$ cat config.mk
export PLATFORM = sky130hd
export DESIGN_NAME = mmio_console
export DESIGN_NICKNAME = d
export VERILOG_FILES = /design/src/rtl/mmio_console.sv
export SDC_FILE = /design/constraint.sdc
export NUM_CORES = 1
export LEC_CHECK = 0
export BUFFER_PORTS_ARGS = -buffer_cell sky130_fd_sc_hd__buf_2
export CORE_ASPECT_RATIO = 2
export CORE_MARGIN = 2
export CORE_UTILIZATION = 40
export CTS_CLUSTER_SIZE = 8
export DETAILED_ROUTE_END_ITERATION = 16
export HOLD_SLACK_MARGIN = 0.03
export SYNTH_ARGS = -nofsm -noshare
export SYNTH_HDL_FRONTEND = slang
export SYNTH_SLANG_ARGS = --single-unit
$ cat constraint.sdc
create_clock -name clk -period 3.63 [get_ports clk]
set_input_delay 0.5445 -clock clk [delete_from_list [all_inputs] [get_ports clk]]
set_output_delay 0.5445 -clock clk [all_outputs]
set_load 0.03 [all_outputs]
$ cat src/rtl/mmio_console.sv
// Memory-mapped console / cycle counter / halt device on the data bus.
// Console bytes are queued in a FIFO and drained to the printer port.
//
// Ports:
//   clk, reset (async, active-low)
//   req_valid/req_addr/req_do_write/req_do_read/req_data : snooped data bus
//   hit        : request addresses the 16-byte window (comb.)
//   rsp_valid  : registered read response valid (one cycle)
//   rsp_data   : registered read response data
//   tx_valid   : FIFO head valid
//   tx_char    : FIFO head character
//   tx_ready   : consumer takes tx_char this cycle
//   halt       : sticky halt, raised once output has drained
//   halt_code  : latched exit code
//
// Register map (offset from BASE_ADDR):
//   0x0 CYCLE   R  free-running 32-bit cycle counter
//   0x4 STATUS  R  {halt, halt_pending, overflow, full, empty, count}
//                W  any write clears overflow
//   0x8 TX_DATA W  push data[7:0] when strobe[0] set
//   0xC HALT    W  latch exit code, request halt
module mmio_console #(
    parameter logic [31:0] BASE_ADDR  = 32'h0002_FFF0,
    parameter int          FIFO_DEPTH = 8,
    parameter int          CNT_W      = $clog2(FIFO_DEPTH) + 1
) (
    input  logic        clk,
    input  logic        reset,
    input  logic        req_valid,
    input  logic [31:0] req_addr,
    input  logic [3:0]  req_do_write,
    input  logic [3:0]  req_do_read,
    input  logic [31:0] req_data,
    output logic        hit,
    output logic        rsp_valid,
    output logic [31:0] rsp_data,
    output logic        tx_valid,
    output logic [7:0]  tx_char,
    input  logic        tx_ready,
    output logic        halt,
    output logic [7:0]  halt_code
);

    localparam int PTR_W = $clog2(FIFO_DEPTH);
    localparam logic [CNT_W-1:0] DEPTH_C = CNT_W'(FIFO_DEPTH);

    localparam logic [31:0] OFF_CYCLE  = 32'h0;
    localparam logic [31:0] OFF_STATUS = 32'h4;
    localparam logic [31:0] OFF_TX     = 32'h8;
    localparam logic [31:0] OFF_HALT   = 32'hC;

    // ------------------------------------------------------------
    // State
    // ------------------------------------------------------------
    logic [7:0]       r_mem [FIFO_DEPTH];
    logic [PTR_W-1:0] r_wptr;
    logic [PTR_W-1:0] r_rptr;
    logic [CNT_W-1:0] r_count;
    logic             r_ovf;
    logic             r_pend;
    logic             r_halt;
    logic [7:0]       r_code;
    logic [31:0]      r_cycle;
    logic             r_rsp_valid;
    logic [31:0]      r_rsp_data;

    // ------------------------------------------------------------
    // Address decode
    // ------------------------------------------------------------
    logic [31:0] w_off;
    logic        w_is_wr;
    logic        w_is_rd;
    logic        w_sel_cycle;
    logic        w_sel_status;
    logic        w_sel_tx;
    logic        w_sel_halt;
    logic        w_sel_any;

    // Offset from the base; an unsigned compare covers the window
    // even when the base is only word aligned.
    assign w_off = req_addr - BASE_ADDR;
    assign hit   = req_valid && (w_off < 32'd16);

    assign w_sel_cycle  = hit && (w_off == OFF_CYCLE);
    assign w_sel_status = hit && (w_off == OFF_STATUS);
    assign w_sel_tx     = hit && (w_off == OFF_TX);
    assign w_sel_halt   = hit && (w_off == OFF_HALT);
    assign w_sel_any    = w_sel_cycle | w_sel_status
                        | w_sel_tx | w_sel_halt;

    // Any write strobe makes it a write; reads need a read strobe.
    assign w_is_wr = |req_do_write;
    assign w_is_rd = !w_is_wr && (|req_do_read);

    // ------------------------------------------------------------
    // FIFO control
    // ------------------------------------------------------------
    logic             w_empty;
    logic             w_full;
    logic             w_pop;
    logic             w_push_req;
    logic             w_push;
    logic             w_drop;
    logic [CNT_W-1:0] w_count_nxt;

    assign w_empty    = (r_count == '0);
    assign w_full     = (r_count == DEPTH_C);
    assign w_pop      = !w_empty && tx_ready;
    assign w_push_req = w_sel_tx && w_is_wr && req_do_write[0];
    // A full FIFO still accepts a byte when the head leaves this cycle.
    assign w_push     = w_push_req && (!w_full || w_pop);
    assign w_drop     = w_push_req && !w_push;

    always_comb begin
        w_count_nxt = r_count;
        unique case ({w_push, w_pop})
            2'b10:   w_count_nxt = r_count + 1'b1;
            2'b01:   w_count_nxt = r_count - 1'b1;
            default: w_count_nxt = r_count;
        endcase
    end

    // Storage is not reset: tx_char is masked while empty.
    always_ff @(posedge clk) begin
        if (w_push) begin
            r_mem[r_wptr] <= req_data[7:0];
        end
    end

    always_ff @(posedge clk or negedge reset) begin
        if (!reset) begin
            r_wptr  <= '0;
            r_rptr  <= '0;
            r_count <= '0;
        end else begin
            if (w_push) begin
                r_wptr <= r_wptr + 1'b1;
            end
            if (w_pop) begin
                r_rptr <= r_rptr + 1'b1;
            end
            r_count <= w_count_nxt;
        end
    end

    assign tx_valid = !w_empty;
    assign tx_char  = w_empty ? 8'h00 : r_mem[r_rptr];

    // ------------------------------------------------------------
    // Overflow flag
    // ------------------------------------------------------------
    logic w_status_wr;
    assign w_status_wr = w_sel_status && w_is_wr;

    // A drop in the clearing cycle wins, so no lost byte goes unseen.
    always_ff @(posedge clk or negedge reset) begin
        if (!reset) begin
            r_ovf <= 1'b0;
        end else if (w_drop) begin
            r_ovf <= 1'b1;
        end else if (w_status_wr) begin
            r_ovf <= 1'b0;
        end
    end

    // ------------------------------------------------------------
    // Halt
    // ------------------------------------------------------------
    logic w_halt_wr;
    assign w_halt_wr = w_sel_halt && w_is_wr;

    // Halt rises once the FIFO will be empty after this edge, so the
    // last character is out the cycle before halt is seen.
    always_ff @(posedge clk or negedge reset) begin
        if (!reset) begin
            r_pend <= 1'b0;
            r_halt <= 1'b0;
            r_code <= 8'h00;
        end else begin
            if (w_halt_wr) begin
                r_pend <= 1'b1;
            end
            if (w_halt_wr && !r_halt) begin
                r_code <= req_data[7:0];
            end
            if (r_pend && (w_count_nxt == '0)) begin
                r_halt <= 1'b1;
            end
        end
    end

    assign halt      = r_halt;
    assign halt_code = r_code;

    // ------------------------------------------------------------
    // Cycle counter
    // ------------------------------------------------------------
    always_ff @(posedge clk or negedge reset) begin
        if (!reset) begin
            r_cycle <= '0;
        end else begin
            r_cycle <= r_cycle + 32'd1;
        end
    end

    // ------------------------------------------------------------
    // Read path
    // ------------------------------------------------------------
    logic [31:0] w_status;
    logic [31:0] w_rdata;
    logic        w_rd;

    always_comb begin
        w_status              = '0;
        w_status[CNT_W-1:0]   = r_count;
        w_status[8]           = w_empty;
        w_status[9]           = w_full;
        w_status[10]          = r_ovf;
        w_status[11]          = r_pend;
        w_status[12]          = r_halt;
    end

    // Write-only registers still answer reads (with zero) so a stray
    // load never leaves the core waiting.
    assign w_rd = w_sel_any && w_is_rd;

    always_comb begin
        w_rdata = '0;
        unique case (1'b1)
            w_sel_cycle:  w_rdata = r_cycle;
            w_sel_status: w_rdata = w_status;
            default:      w_rdata = '0;
        endcase
    end

    always_ff @(posedge clk or negedge reset) begin
        if (!reset) begin
            r_rsp_valid <= 1'b0;
            r_rsp_data  <= '0;
        end else begin
            r_rsp_valid <= w_rd;
            if (w_rd) begin
                r_rsp_data <= w_rdata;
            end
        end
    end

    assign rsp_valid = r_rsp_valid;
    assign rsp_data  = r_rsp_data;

    // Only the low byte of write data is architecturally used.
    logic w_unused;
    assign w_unused = &{1'b0, req_data[31:8]};

endmodule

# Word-level counts from Yosys, hierarchy flattened
# Memories as Yosys holds them, arrays and structs flattened.
# Index checks and enable logic that the tools add are counted.
[totals] reg_bits=86 ram_bits=64 out_inout_bits=52 wordCells=62 mem_count=1
[mem_list] name="r_mem" depth=8 word_bits=8 read_ports=1 rd_ports_with_merged_regs=0 write_ports=1 line_no="55" text="logic [7:0] r_mem [FIFO_DEPTH];"
[classes] addsub=6 magnitude_cmp=1 eq_ne=6 muxes=7 bitwise=3 reduce_logical=28
[op_table] operator="equality test 32 x 4 -> 1 bit (second input constant)" n=2
[op_table] operator="case mux 32 bit (2 select lines)" n=1
[op_table] operator="adder 32 x 1 -> 32 bit (second input constant)" n=1
[op_table] operator="equality test 32 x 3 -> 1 bit (second input constant)" n=1
[op_table] operator="logical NOT 32 bit" n=1
[op_table] operator="< comparator 32 x 5 -> 1 bit (second input constant)" n=1
[op_table] operator="subtractor 32 x 18 -> 32 bit (second input constant)" n=1
[op_table] operator="logical AND 1 bit" n=16
[op_table] operator="logical NOT 4 bit" n=2
[op_table] operator="two-way mux 8 bit" n=1
[op_table] operator="case mux 4 bit (2 select lines)" n=1
[op_table] operator="OR reduction 4 bit" n=2
[op_table] operator="adder 3 x 1 -> 3 bit (second input constant)" n=2
[op_table] operator="logical NOT 1 bit" n=5
[op_table] operator="adder 4 x 1 -> 4 bit (second input constant)" n=1
[op_table] operator="equality test 4 bit (second input constant)" n=1
[op_table] operator="two-way mux 1 bit" n=4
[op_table] operator="subtractor 4 x 1 -> 4 bit (second input constant)" n=1
[op_table] operator="OR 1 bit" n=3
[op_table] operator="equality test 2 x 1 -> 1 bit (second input constant)" n=1
[op_table] operator="equality test 2 bit (second input constant)" n=1
[op_table] operator="nonzero test 2 bit" n=1
[op_table] operator="logical OR 1 bit" n=1

# Depth between registers and ports, before layout
# Gate-level depths: netlist of run 1.
[depth] word_depth=11 mapped_depth=16 depth_no_buf=14

# Least setup slack after synthesis of run 1
# OpenSTA, ideal clock, no wires.
[synth_path] kind="input to register" from="input req_addr[23]" to="register r_halt, in the netlist halt" setup_ns=0.095 arrival_time_ns=3.506 setup_slack_ns=0.029 cell_stages=13 path_buffers=1 path_cell_list="or4_1 > o31ai_1 > o2111a_2 > nand4_1 > nor3_1 > buf_2 > inv_1 > ha_1 > xor2_1 > ha_1 > mux2_2 > or3_1 > o31ai_1"
[synth_via] elab_chain_cells=11 elab_cells_between_ends=13 classes_between="1 x add/sub; 1 x order compare; 3 x eq/ne; 1 x mux; 7 x reduce/logical"
[synth_rtl] item="start: declaration" line_no="30" text="input logic [31:0] req_addr,"
[synth_rtl] item="subtractor 32 x 18 -> 32 bit (*)" line_no="81" text="assign w_off = req_addr - BASE_ADDR;"
[synth_rtl] item="< comparator 32 x 5 -> 1 bit" line_no="82" text="assign hit = req_valid && (w_off < 32'd16);"
[synth_rtl] item="logical AND 1 bit" line_no="82"
[synth_rtl] item="logical AND 1 bit (*)" line_no="86" text="assign w_sel_tx = hit && (w_off == OFF_TX);"
[synth_rtl] item="logical AND 1 bit (*) (2 in a row)" line_no="109" text="assign w_push_req = w_sel_tx && w_is_wr && req_do_write[0];"
[synth_rtl] item="logical AND 1 bit (*)" line_no="111" text="assign w_push = w_push_req && (!w_full || w_pop);"
[synth_rtl] item="equality test 2 x 1 -> 1 bit or equality test 2 bit (tied branches)" line_no="116" text="unique case ({w_push, w_pop})"
[synth_rtl] item="case mux 4 bit (2 select lines) (*)" line_no="116"
[synth_rtl] item="named net w_count_nxt[1]" line_no="104" text="logic [CNT_W-1:0] w_count_nxt;"
[synth_rtl] item="logical NOT 4 bit (*)" line_no="186" text="if (r_pend && (w_count_nxt == '0)) begin"
[synth_rtl] item="logical AND 1 bit (*)" line_no="186"
[synth_rtl] item="end signal: assignment" line_no="177" text="r_halt <= 1'b0;"
[synth_rtl] item="end signal: assignment" line_no="187" text="r_halt <= 1'b1;"
[synth_rtl] item="end: declaration" line_no="61" text="logic r_halt;"
# The timed path passes the listed nets; every way through them passes the cells marked *.
# A chain may end at the register's enable or synchronous reset.

# Worst setup path in the final report of run 1
# Ends and elaborated chain as after synthesis.

==> metrics.log, run 1 <==
INFO  metric outcome = completed
INFO  metric drc = 0
INFO  metric critical_path_depth = 13
INFO  metric floorplan.die_area = 0.0178 mm2
INFO  metric yosys.area_share.simple = 0.127
INFO  metric synth_mux_area_frac = 0.137
INFO  metric worstPathCellList = buf_2 -> or4_1 -> o31ai_1 -> o2111a_2 -> nand4_1 -> nor3_1 -> inv_1 -> ha_1 -> xor2_1 -> ha_1 -> mux2_2 -> or3_1 -> o31ai_1
INFO  metric timing.critical_path.to_type = register
INFO  metric rsz_0062_raised_after_global_routing = false
INFO  metric r2r_start = r_count[1]
INFO  metric ys_dominant_reg_cell = sky130_fd_sc_hd__dfrtp_1
INFO  metric critical_path.startpoint = req_addr[23]
INFO  metric layout-drive-gt1-share = 0.329
INFO  metric h-tree-depth = 4
INFO  metric worstRegToRegCells = 12
INFO  metric area_contributors_post_synth = sky130_fd_sc_hd__dfrtp_1 (32%), sky130_fd_sc_hd__edfxtp_1 (29%), sky130_fd_sc_hd__mux4_2 (5.4%)
INFO  metric relSlewSlack = 0.461
INFO  metric proportion_of_synthesized_flip_flops_having_asynchronous_set_or_reset = 0.573
INFO  metric antenna_cells = 0
INFO  metric p_leak = around 3.5 nW
INFO  metric gr-max-usage-layer = met2
INFO  metric layout-area-overhead-vs-synth = 22.5%
INFO  metric worst_vdd_rail_ir_drop = 0.325 mV
INFO  metric grt_antenna_before_repair = 0
INFO  metric synth_xor_area_frac = 0.0524
INFO  metric critPathArrivalTime = 3600 ps
INFO  metric worst-setup-path-type = input pin to register
INFO  metric crit_fanout = 3
INFO  metric gp_congestion = between 0.7 and 0.8
INFO  metric netlist_area = 0.00669 mm2
INFO  metric hold_ws = 111 ps
INFO  metric synthesis.area_per_instance = ~14 um2
INFO  metric insertion_delay = around 420 ps
INFO  metric synth_top_family_by_area = multiplexers
INFO  metric grt_util_met1 = 0.200
INFO  metric synth.net_count = 571
INFO  metric timing.final.hold_violations = 0
INFO  metric worst_pin_slew = 808 ps
INFO  metric critical_path.slowest_cell = sky130_fd_sc_hd__or4_1
INFO  metric synth-edff-count = 64
INFO  metric count_of_instances_resized_after_the_clock_tree_is_built = 0
INFO  metric top_family_by_delay_on_critical_path = simple AND/OR/NAND/NOR gates
INFO  metric detailroute.via_count = about 4,300
INFO  metric drt-total-wl = 14.6 mm
INFO  metric synthDominantAreaCellType = sky130_fd_sc_hd__dfrtp_1
INFO  metric die_height = 187 um
INFO  metric initial_drc_count = between 100 and 150
INFO  metric cap_viol_max_count = 0
INFO  metric drt_first_pass_iters = 4
INFO  metric global_route.usage.met3 = 0.0351
INFO  metric final_net_count = 704
INFO  metric fraction_of_the_mapped_netlist_area_in_adder_cells = 0.0112
INFO  metric max_clock_freq = 304 MHz
INFO  metric synth_cell_types = 50
INFO  metric clock_skew_after_layout = 12.9 ps
INFO  metric initial_core_util = 0.409
INFO  metric synth_top_area_share = 0.322
INFO  metric synth.yosys.warnings = 0
INFO  metric die_x = 95.4 um
INFO  metric worstPathBufferInverterCount = 2
INFO  metric finalCritPeriodShare = 0.906
INFO  metric grt_pass1_wl = ~24 mm
INFO  metric seq_area_frac_synth = 0.609
INFO  metric port-buffer-count = 103
INFO  metric use_met2 = 0.332
INFO  metric p_total = about 0.0045 W
INFO  metric cts_tree = done
INFO  metric clock_buffer_depth = 2
INFO  metric timing.critical_path.required = 3950 ps
INFO  metric number_of_global_route_vias_before_repair = 4,697
INFO  metric clk_pin_slew_worst_paths = 60 ps
INFO  metric grt_overflow = 0
INFO  metric placement_rows = 66
INFO  metric power.density_cell_area = 551 mW/mm2
INFO  metric critical-path-max-stage-delay = 570 ps
INFO  metric ctsHoldBuffers = 0
INFO  metric grt_max_degree = 43
INFO  metric numClockSinks = 150
INFO  metric synthesis.instances = just under 500
INFO  metric grt_usage = 0.180
INFO  metric report.final.setup_viol = 0
INFO  metric finalMaxSlewViolations = 0
INFO  metric antenna_left = 0
INFO  metric cts_setup_buffers = 0
INFO  metric vias_per_cell = 5.18
INFO  metric cts_made_buffers = 17
INFO  metric synth_compound_gate_area_share = 0.0369
INFO  metric yosys_register_bits = 150
INFO  metric clock-root-buffer = sky130_fd_sc_hd__clkbuf_16
INFO  metric period_needed = 3290 ps
INFO  metric num_io_pins = around 130
INFO  metric avgRoutedWirePerCell = 17.4 um
INFO  metric core_area = 0.0164 mm2
INFO  metric worst_hold_path_type = input pin to async pin
INFO  metric hpwlAfterDp = ~11 mm
INFO  metric timing.critical_path.from_type = input pin
==> state kept, by name (all words and copies together) (netlist names) <==
register and flops:
r_count 4, rsp_valid 1, rsp_data 32, r_ovf 1, r_mem 64, halt 1, r_wptr 3, halt_code 8
r_pend 1, r_rptr 3, r_cycle 32
==> per-layer routing <==
layer  routed length [um]  up-vias
li1                     -     2071
met1                 5290     2179
met2                 8580       78
met3                  468       21
met4                  296        0
met5                    0        -
==> path summary, 6_finish.rpt <==
kind | to | slack [ps]
hold reg to reg | r_cycle[31] | 470
setup reg to reg | halt | 670
max in group asynchronous | r_wptr[2] | 2770
setup / recovery | halt | 340
min in group clk | r_mem[1][4] | 420
hold / removal | r_cycle[25] | 110
==> synth_stat cells (all sizes together) (3+ instances only) <==
master	n
nor3	7
edfxtp	64
dfrtp	86
clkbuf	8
nor2	23
nand4	10
or3	4
ha	6
inv	30
mux2	21
buf	6
o31ai	7
a21oi	6
a22o	8
xnor2	27
mux2i	32
and4	3
nand3	17
and4b	4
xor2	13
nand4b	3
nand3b	3
nor4b	5
and3	6
mux4	16
nor4	11
nand2	41
==> metrics by stage <==
stage	instance area [um2]	TNS, ps	util	cells	setup slack [ps]
after floorplan	6690	0	-	489	28.7
after global placement	7610	-52.1	0.466	807	-52.1
after detailed placement	7610	-111	0.466	807	-111
after CTS	8190	0	0.501	839	306
after global routing	8190	0	0.501	839	64.1
final	8190	0	0.501	839	343
==> kinds of logic after synthesis <==
logic type | after synthesis
flops | 150
mux | 69
compound gates | 31
simple gates | 149
xor+xnor | 40
buf+inv | 44
fa+ha+maj | 6
==> cell usage in the layout, fill, tap and decap left out, types with 7 or more instances in the layout <==
cell,count
sky130_fd_sc_hd__nor4_1,8
sky130_fd_sc_hd__inv_6,7
sky130_fd_sc_hd__xnor2_1,27
sky130_fd_sc_hd__inv_1,30
sky130_fd_sc_hd__dfrtp_1,86
sky130_fd_sc_hd__a22o_1,8
sky130_fd_sc_hd__nand2_1,41
sky130_fd_sc_hd__nand3_1,16
sky130_fd_sc_hd__clkbuf_16,17
sky130_fd_sc_hd__edfxtp_1,64
sky130_fd_sc_hd__buf_4,25
sky130_fd_sc_hd__mux2_2,21
sky130_fd_sc_hd__nor2_1,23
sky130_fd_sc_hd__nand4_1,10
sky130_fd_sc_hd__nor3_1,7
sky130_fd_sc_hd__buf_2,102
sky130_fd_sc_hd__mux2i_1,32
sky130_fd_sc_hd__xor2_1,13
sky130_fd_sc_hd__mux4_2,16
==> where the power goes <==
group	internal (W)	total, W	switching [W]
Clock	0.000980	0.00170	0.000725
Sequential	0.00181	0.00196	0.000152
Combinational	0.000399	0.000843	0.000444
==> worst register-to-register path: stages (launching register included) <==
cell,delay [ps]
sky130_fd_sc_hd__dfrtp_1,530
sky130_fd_sc_hd__nor3_1,110
sky130_fd_sc_hd__and3b_1,210
sky130_fd_sc_hd__nor2_1,110
sky130_fd_sc_hd__nand4_1,140
sky130_fd_sc_hd__nor3_1,250
sky130_fd_sc_hd__inv_1,90
sky130_fd_sc_hd__ha_1,220
sky130_fd_sc_hd__xor2_1,150
sky130_fd_sc_hd__ha_1,290
sky130_fd_sc_hd__mux2_2,270
sky130_fd_sc_hd__or3_1,310
sky130_fd_sc_hd__o31ai_1,190
==> layout make-up <==
type	count	area, um2
inverters	30	113
well taps	204	255
multi-input cells	295	2450
clock inverters	14	135
fillers	1470	8160
clock buffers	18	439
repair buffers	128	718
flip-flops and latches	150	4070
Power figures use the tool's default switching activity.
==> inputs of run 2 (changes only) <==
--- a/config.mk
+++ b/config.mk
@@ -6,12 +6,15 @@
 export NUM_CORES = 1
 export LEC_CHECK = 0
 export BUFFER_PORTS_ARGS = -buffer_cell sky130_fd_sc_hd__buf_2
+export CELL_PAD_IN_SITES_DETAIL_PLACEMENT = 2
+export CELL_PAD_IN_SITES_GLOBAL_PLACEMENT = 2
 export CORE_ASPECT_RATIO = 2
 export CORE_MARGIN = 2
-export CORE_UTILIZATION = 40
+export CORE_UTILIZATION = 38
 export CTS_CLUSTER_SIZE = 8
 export DETAILED_ROUTE_END_ITERATION = 16
 export HOLD_SLACK_MARGIN = 0.03
+export PLACE_DENSITY_LB_ADDON = 0.1
 export SYNTH_ARGS = -nofsm -noshare
 export SYNTH_HDL_FRONTEND = slang
 export SYNTH_SLANG_ARGS = --single-unit
==> run 2 against run 1 <==
Via count rose by 4.9%. Register-to-register slack worse by 200 ps. Critical path depth unchanged. Hold slack better by 84 ps. Sequential share of layout area is 0.18 points lower. Wire length grew 21%. Combinational power up 3.6%. Clock skew decreased by 1.5 ps. Design area up 0.37%. First-iteration DRC count down 37%. Die area increased by 5.1%. Clock-buffer cell count rose by 1.
==> metrics.log, run 2 (same netlist as run 1, synthesis figures left out) <==
INFO  metric count_of_instances_resized_after_the_clock_tree_is_built = 0
INFO  metric report.final.setup_viol = 0
INFO  metric worst_pin_slew = approximately 880 ps
INFO  metric layout-area-overhead-vs-synth = 22.9%
INFO  metric port-buffer-count = 103
INFO  metric avgRoutedWirePerCell = 20.8 um
INFO  metric relSlewSlack = 0.415
INFO  metric max_clock_freq = 295 MHz
INFO  metric ctsHoldBuffers = 0
INFO  metric regToRegEndpoint = halt
INFO  metric timing.setup.tns = 0 ps
INFO  metric clock_skew_after_layout = 11.4 ps
INFO  metric die_height = 192 um
INFO  metric r2r_start = r_count[1]
INFO  metric nFillCells = 1,727
INFO  metric outcome = completed
INFO  metric timing.critical_path.to_type = register
INFO  metric grt_antenna_before_repair = 0
INFO  metric antenna_cells = 0
INFO  metric detail_route.wirelength.met1 = 6.11 mm
INFO  metric finalCritPeriodShare = 0.934
INFO  metric antenna_left = 0
INFO  metric grt_pass1_wl = 28.4 mm
INFO  metric h-tree-depth = 4
INFO  metric timing.critical_path.from_type = input pin
INFO  metric detailroute.via_count = 4,563
INFO  metric core_area = between 0.015 and 0.02 mm2
INFO  metric cts_made_buffers = 17
INFO  metric period_needed = 3390 ps
INFO  metric finalMaxSlewViolations = 0
INFO  metric drt_first_pass_iters = 4
INFO  metric clock-root-buffer = sky130_fd_sc_hd__clkbuf_16
INFO  metric timing.final.hold_violations = 0
INFO  metric die_x = 97.8 um
INFO  metric drc = 0
INFO  metric worst-setup-path-type = input pin to register
INFO  metric registers.top_by_ff_count = r_mem
INFO  metric mostFrequentLayoutCell = sky130_fd_sc_hd__buf_2
INFO  metric wl_met3 = between 400 and 500 um
INFO  metric number_of_global_route_vias_before_repair = about 5,200
INFO  metric grt_overflow = 0
INFO  metric routed.top_layer = met4
INFO  metric layout-drive-gt1-share = 0.331
INFO  metric route.met2.wl = around 11 mm
INFO  metric hpwlAfterDp = ~13 mm
INFO  metric clock_buffer_depth = 2
INFO  metric grt_max_degree = between 60 and 70
INFO  metric clk_pin_slew_worst_paths = around 60 ps
INFO  metric most-common-layout-cells = sky130_fd_sc_hd__buf_2 (102), sky130_fd_sc_hd__dfrtp_1 (86), sky130_fd_sc_hd__edfxtp_1 (64)
INFO  metric critPathArrivalTime = 3720 ps
INFO  metric power.density_cell_area = 556 mW/mm2
INFO  metric worstRegToRegCells = 12
INFO  metric drt-total-wl = 17.6 mm
INFO  metric worst_vdd_rail_ir_drop = 0.348 mV
INFO  metric rsz_0062_raised_after_global_routing = false
INFO  metric vias_per_cell = around 5.4
INFO  metric gp_congestion = 0.774
INFO  metric worst_hold_path_type = input pin to async pin
INFO  metric num_io_pins = 128
INFO  metric numClockSinks = 150
INFO  metric initial_core_util = 0.387
INFO  metric insertion_delay = 420 ps
INFO  metric regToRegSetupSlack = 470 ps
INFO  metric placement_rows = 68
INFO  metric final_net_count = 707
INFO  metric p_leak = 3.48 nW
INFO  metric initial_drc_count = 94
INFO  metric hold_ws = 195 ps
INFO  metric largest_register_ff_count = 64
INFO  metric cts_tree = done
INFO  metric timing.critical_path.required = 3950 ps
INFO  metric cap_viol_max_count = 0
INFO  metric grt_usage = 0.199
INFO  metric floorplan.die_area = 0.0187 mm2
INFO  metric cts_setup_buffers = 0
INFO  metric crit_fanout = 2
-- run 2: area by class of cell --
cell class                 count  area [um2]  area share
timing repair buffer         131         741      0.0901
inverter                      30         113      0.0137
clock buffer                  19         475      0.0578
multi-input combinational    295        2450       0.298
clock inverter                13         105      0.0128
tap                          210         263      0.0320
sequential                   150        4070       0.496
-- run 2: how the worst max path moves through the flow --
stage | startpoint | end | slack, ps | depth (start not counted)
floorplan | req_addr[23] | halt | 30 | 13
global placement | req_addr[23] | halt | -60 | 13
detailed placement | req_addr[23] | halt | -160 | 13
CTS | req_addr[23] | halt | 240 | 13
global route | req_addr[23] | halt | 90 | 13
finish | req_addr[23] | halt | 240 | 13
-- run 2: where the power goes --
group | leakage (nW) | internal, W | switching (W)
clock | 0.281 | 0.000974 | 0.000762
combinational | 1.58 | 0.000400 | 0.000472
sequential | 1.62 | 0.00181 | 0.000152
total | 3.48 | 0.00319 | 0.00139
-- run 2: worst max-delay path: stages --
cell and delay [ps]:
sky130_fd_sc_hd__buf_2 100, sky130_fd_sc_hd__or4_1 540, sky130_fd_sc_hd__o31ai_1 250, sky130_fd_sc_hd__o2111a_2 270, sky130_fd_sc_hd__nand4_1 110, sky130_fd_sc_hd__nor3_1 310, sky130_fd_sc_hd__inv_1 130, sky130_fd_sc_hd__ha_1 230
sky130_fd_sc_hd__xor2_1 150, sky130_fd_sc_hd__ha_1 280, sky130_fd_sc_hd__mux2_2 270, sky130_fd_sc_hd__or3_1 330, sky130_fd_sc_hd__o31ai_1 200
-- run 2: per-stage QoR --
step / power, W / instance area [um2] / utilization / setup slack, ps / std cells
final: 0.00457 / 8220 / 0.476 / 239 / 848
after global routing: 0.00478 / 8220 / 0.476 / 90.8 / 848
after CTS: 0.00465 / 8220 / 0.476 / 236 / 848
after detailed placement: 0.00289 / 7640 / 0.442 / -155 / 816
after global placement: 0.00285 / 7640 / 0.442 / -55.5 / 816
after floorplan: 0.00257 / 6690 / - / 28.7 / 489
-- run 2: per-layer routing --
layer / track usage / vias up
li1: - / 2070
met5: 0 / -
met3: 0.0284 / 19
met4: 0.0609 / 0
met1: 0.195 / 2386
met2: 0.415 / 88
==> inputs of run 3 (changes only) <==
==> constraint.sdc (replaced) <==
create_clock -name clk -period 3.63 [get_ports clk]
set_input_delay 0.726 -clock clk [delete_from_list [all_inputs] [get_ports clk]]
set_output_delay 0.726 -clock clk [all_outputs]
set_load 0.03 [all_outputs]
==> run 3 against run 2 <==
Hold slack improved by 180 ps. Power increased by 2.6%. Setup slack got worse by 78 ps. Via count about the same. Final cell count increased by 1.2%. Global-route usage decreased by 0.58 points. Fmax decreased by 2.2%. Core utilization increased by 0.79 points. Sequential share of layout area decreased by 0.81 points. Clock skew decreased by 0.96 ps.
==> metrics.log, run 3 (same netlist as run 1, synthesis figures left out) <==
INFO  metric most-common-layout-cells = sky130_fd_sc_hd__buf_2 (102), sky130_fd_sc_hd__dfrtp_1 (86), sky130_fd_sc_hd__edfxtp_1 (64)
INFO  metric top_family_by_delay_on_critical_path = simple AND/OR/NAND/NOR gates
INFO  metric vias_per_cell = 5.32
INFO  metric clock_skew_after_layout = 10.4 ps
INFO  metric power_frac_seq = 0.415
INFO  metric timing.critical_path.from_type = input pin
INFO  metric die_height = 192 um
INFO  metric cts_tree = done
INFO  metric p_comb_frac = 0.193
INFO  metric timing.critical_path.to_type = register
INFO  metric num_io_pins = 128
INFO  metric final_area = 0.00836 mm2
INFO  metric antenna_left = 0
INFO  metric outcome = completed
INFO  metric p_sw_frac = 0.300
INFO  metric gp_congestion = 0.738
INFO  metric grt_max_degree = 64
INFO  metric r2r_start = r_count[1]
INFO  metric layout-drive-gt1-share = 0.347
INFO  metric switchingPower = 0.00141 W
INFO  metric die_x = 97.8 um
INFO  metric timing.setup.tns = 0 ps
INFO  metric grt_overflow = 0
INFO  metric count_of_instances_resized_after_the_clock_tree_is_built = 0
INFO  metric initial_core_util = 0.387
INFO  metric initial_drc_count = between 100 and 150
INFO  metric worst_vdd_rail_ir_drop = 0.347 mV
INFO  metric port-buffer-count = 103
INFO  metric worstRegToRegCells = 12
INFO  metric placed_area = 0.00773 mm2
INFO  metric drt_first_pass_iters = 4
INFO  metric avgRoutedWirePerCell = 20.0 um
INFO  metric placement_rows = 68
INFO  metric drt-total-wl = between 15 and 20 mm
INFO  metric numClockSinks = 150
INFO  metric registers.top_by_ff_count = r_mem
INFO  metric timing.critical_path.required = 3940 ps
INFO  metric grt_usage = 0.193
INFO  metric detailroute.via_count = 4,562
INFO  metric period_needed = 3470 ps
INFO  metric mostFrequentLayoutCell = sky130_fd_sc_hd__buf_2
INFO  metric relSlewSlack = 0.436
INFO  metric grt_pass1_wl = roughly 28 mm
INFO  metric rsz_0062_raised_after_global_routing = false
INFO  metric grt_antenna_before_repair = 0
INFO  metric regToRegEndpoint = halt
INFO  metric worst-setup-path-type = input pin to register
INFO  metric hold_ws = roughly 380 ps
INFO  metric ctsHoldBuffers = 0
INFO  metric clock_power_share = 0.392
INFO  metric cap_viol_max_count = 0
INFO  metric critical_path.slowest_cell = sky130_fd_sc_hd__or4_4
INFO  metric final_net_count = roughly 700
INFO  metric largest_register_ff_count = 64
INFO  metric worstPathCellList = buf_2 -> or4_4 -> o31ai_1 -> o2111a_2 -> nand4_1 -> nor3_2 -> inv_2 -> ha_4 -> xor2_1 -> ha_1 -> mux2_2 -> or3_1 -> o31ai_1
INFO  metric drc = 0
INFO  metric report.final.setup_viol = 0
INFO  metric p_leak = between 3 and 4 nW
INFO  metric cts_made_buffers = 17
INFO  metric worstPathBufferInverterCount = 2
INFO  metric insertion_delay = 420 ps
INFO  metric critical_path_depth = 13
INFO  metric finalMaxSlewViolations = 0
INFO  metric floorplan.die_area = about 0.019 mm2
INFO  metric layout-area-overhead-vs-synth = 24.9%
INFO  metric core_area = 0.0173 mm2
INFO  metric worst_hold_path_type = input pin to async pin
INFO  metric max_clock_freq = 288 MHz
INFO  metric intPower = 0.00328 W
INFO  metric h-tree-depth = 4
INFO  metric critical-path-max-stage-delay = ~520 ps
INFO  metric critPathArrivalTime = 3780 ps
INFO  metric worst_pin_slew = 846 ps
INFO  metric hpwlAfterDp = around 13 mm
INFO  metric antenna_cells = 0
INFO  metric finalCritPeriodShare = 0.956
INFO  metric power.density_cell_area = 561 mW/mm2
INFO  metric timing.final.hold_violations = 0
INFO  metric clk_pin_slew_worst_paths = around 70 ps
INFO  metric clock_buffer_depth = 2
INFO  metric clock-root-buffer = sky130_fd_sc_hd__clkbuf_16
INFO  metric cts_setup_buffers = 0
INFO  metric regToRegSetupSlack = 600 ps
INFO  metric path_common_cell = sky130_fd_sc_hd__o31ai_1
INFO  metric number_of_global_route_vias_before_repair = 5,238
INFO  metric crit_fanout = 2
## run 3: cell count changes in the layout (fill, tap and decap cells not counted), sizes merged
cell	before	now
buf	131	141
clkinv	1	4
bufinv	0	2
clkinvlp	3	1
inv	39	37
clkbuf	19	18
## run 3: worst reg2reg max path: cells and delay by family (launching register included)
kind | cells | cell delay (ps)
flops | 1 | 560
simple gates | 6 | 1180
fa+ha+maj | 2 | 460
mux | 1 | 280
xor+xnor | 1 | 140
compound gates | 1 | 240
buf+inv | 1 | 90
## run 3: per-stage QoR
stage                util  std cells  power, W  setup WS [ps]
floorplan               -        489   0.00257          -74.0
global placement    0.448        826   0.00286           -143
detailed placement  0.448        826   0.00290           -323
CTS                 0.484        858   0.00476           79.5
global route        0.484        858   0.00490           45.2
finish              0.484        858   0.00469            161
## run 3: area by class of cell
cell class	instances	area [um2]
fill	1721	8920
inverter	30	113
tap	210	263
timing repair buffer	141	816
clock buffer	18	439
clock inverter	14	181
sequential	150	4070
multi-input combinational	295	2470
## run 3: how the worst max path moves through the flow
| stage | start | to | slack [ps] |
|---|---|---|---|
| 2_1_floorplan | req_addr[23] | halt | -70 |
| 3_3_place_gp | req_addr[23] | halt | -140 |
| 3_5_place_dp | req_addr[23] | halt | -320 |
| 4_1_cts | req_addr[23] | halt | 80 |
| 5_1_grt | req_addr[23] | hit | 50 |
| 6_report | req_addr[23] | halt | 160 |
## run 3: metal layers
metal  vias to the layer above  GRT usage  part of all wire
li1                       2092          -                 -
met1                      2360      0.199              0.35
met2                        81      0.383              0.60
met3                        29     0.0302             0.022
met4                         0     0.0743             0.025
met5                         -          0                 0
## run 3: power groups by stage
stage                     Combinational [W]  Sequential [W]  Clock, W
final                              0.000907         0.00195   0.00184
after global routing               0.000989         0.00196   0.00195
after CTS                          0.000928         0.00195   0.00188
after detailed placement           0.000922         0.00198         0
after global placement             0.000891         0.00197         0
after floorplan                    0.000696         0.00188         0
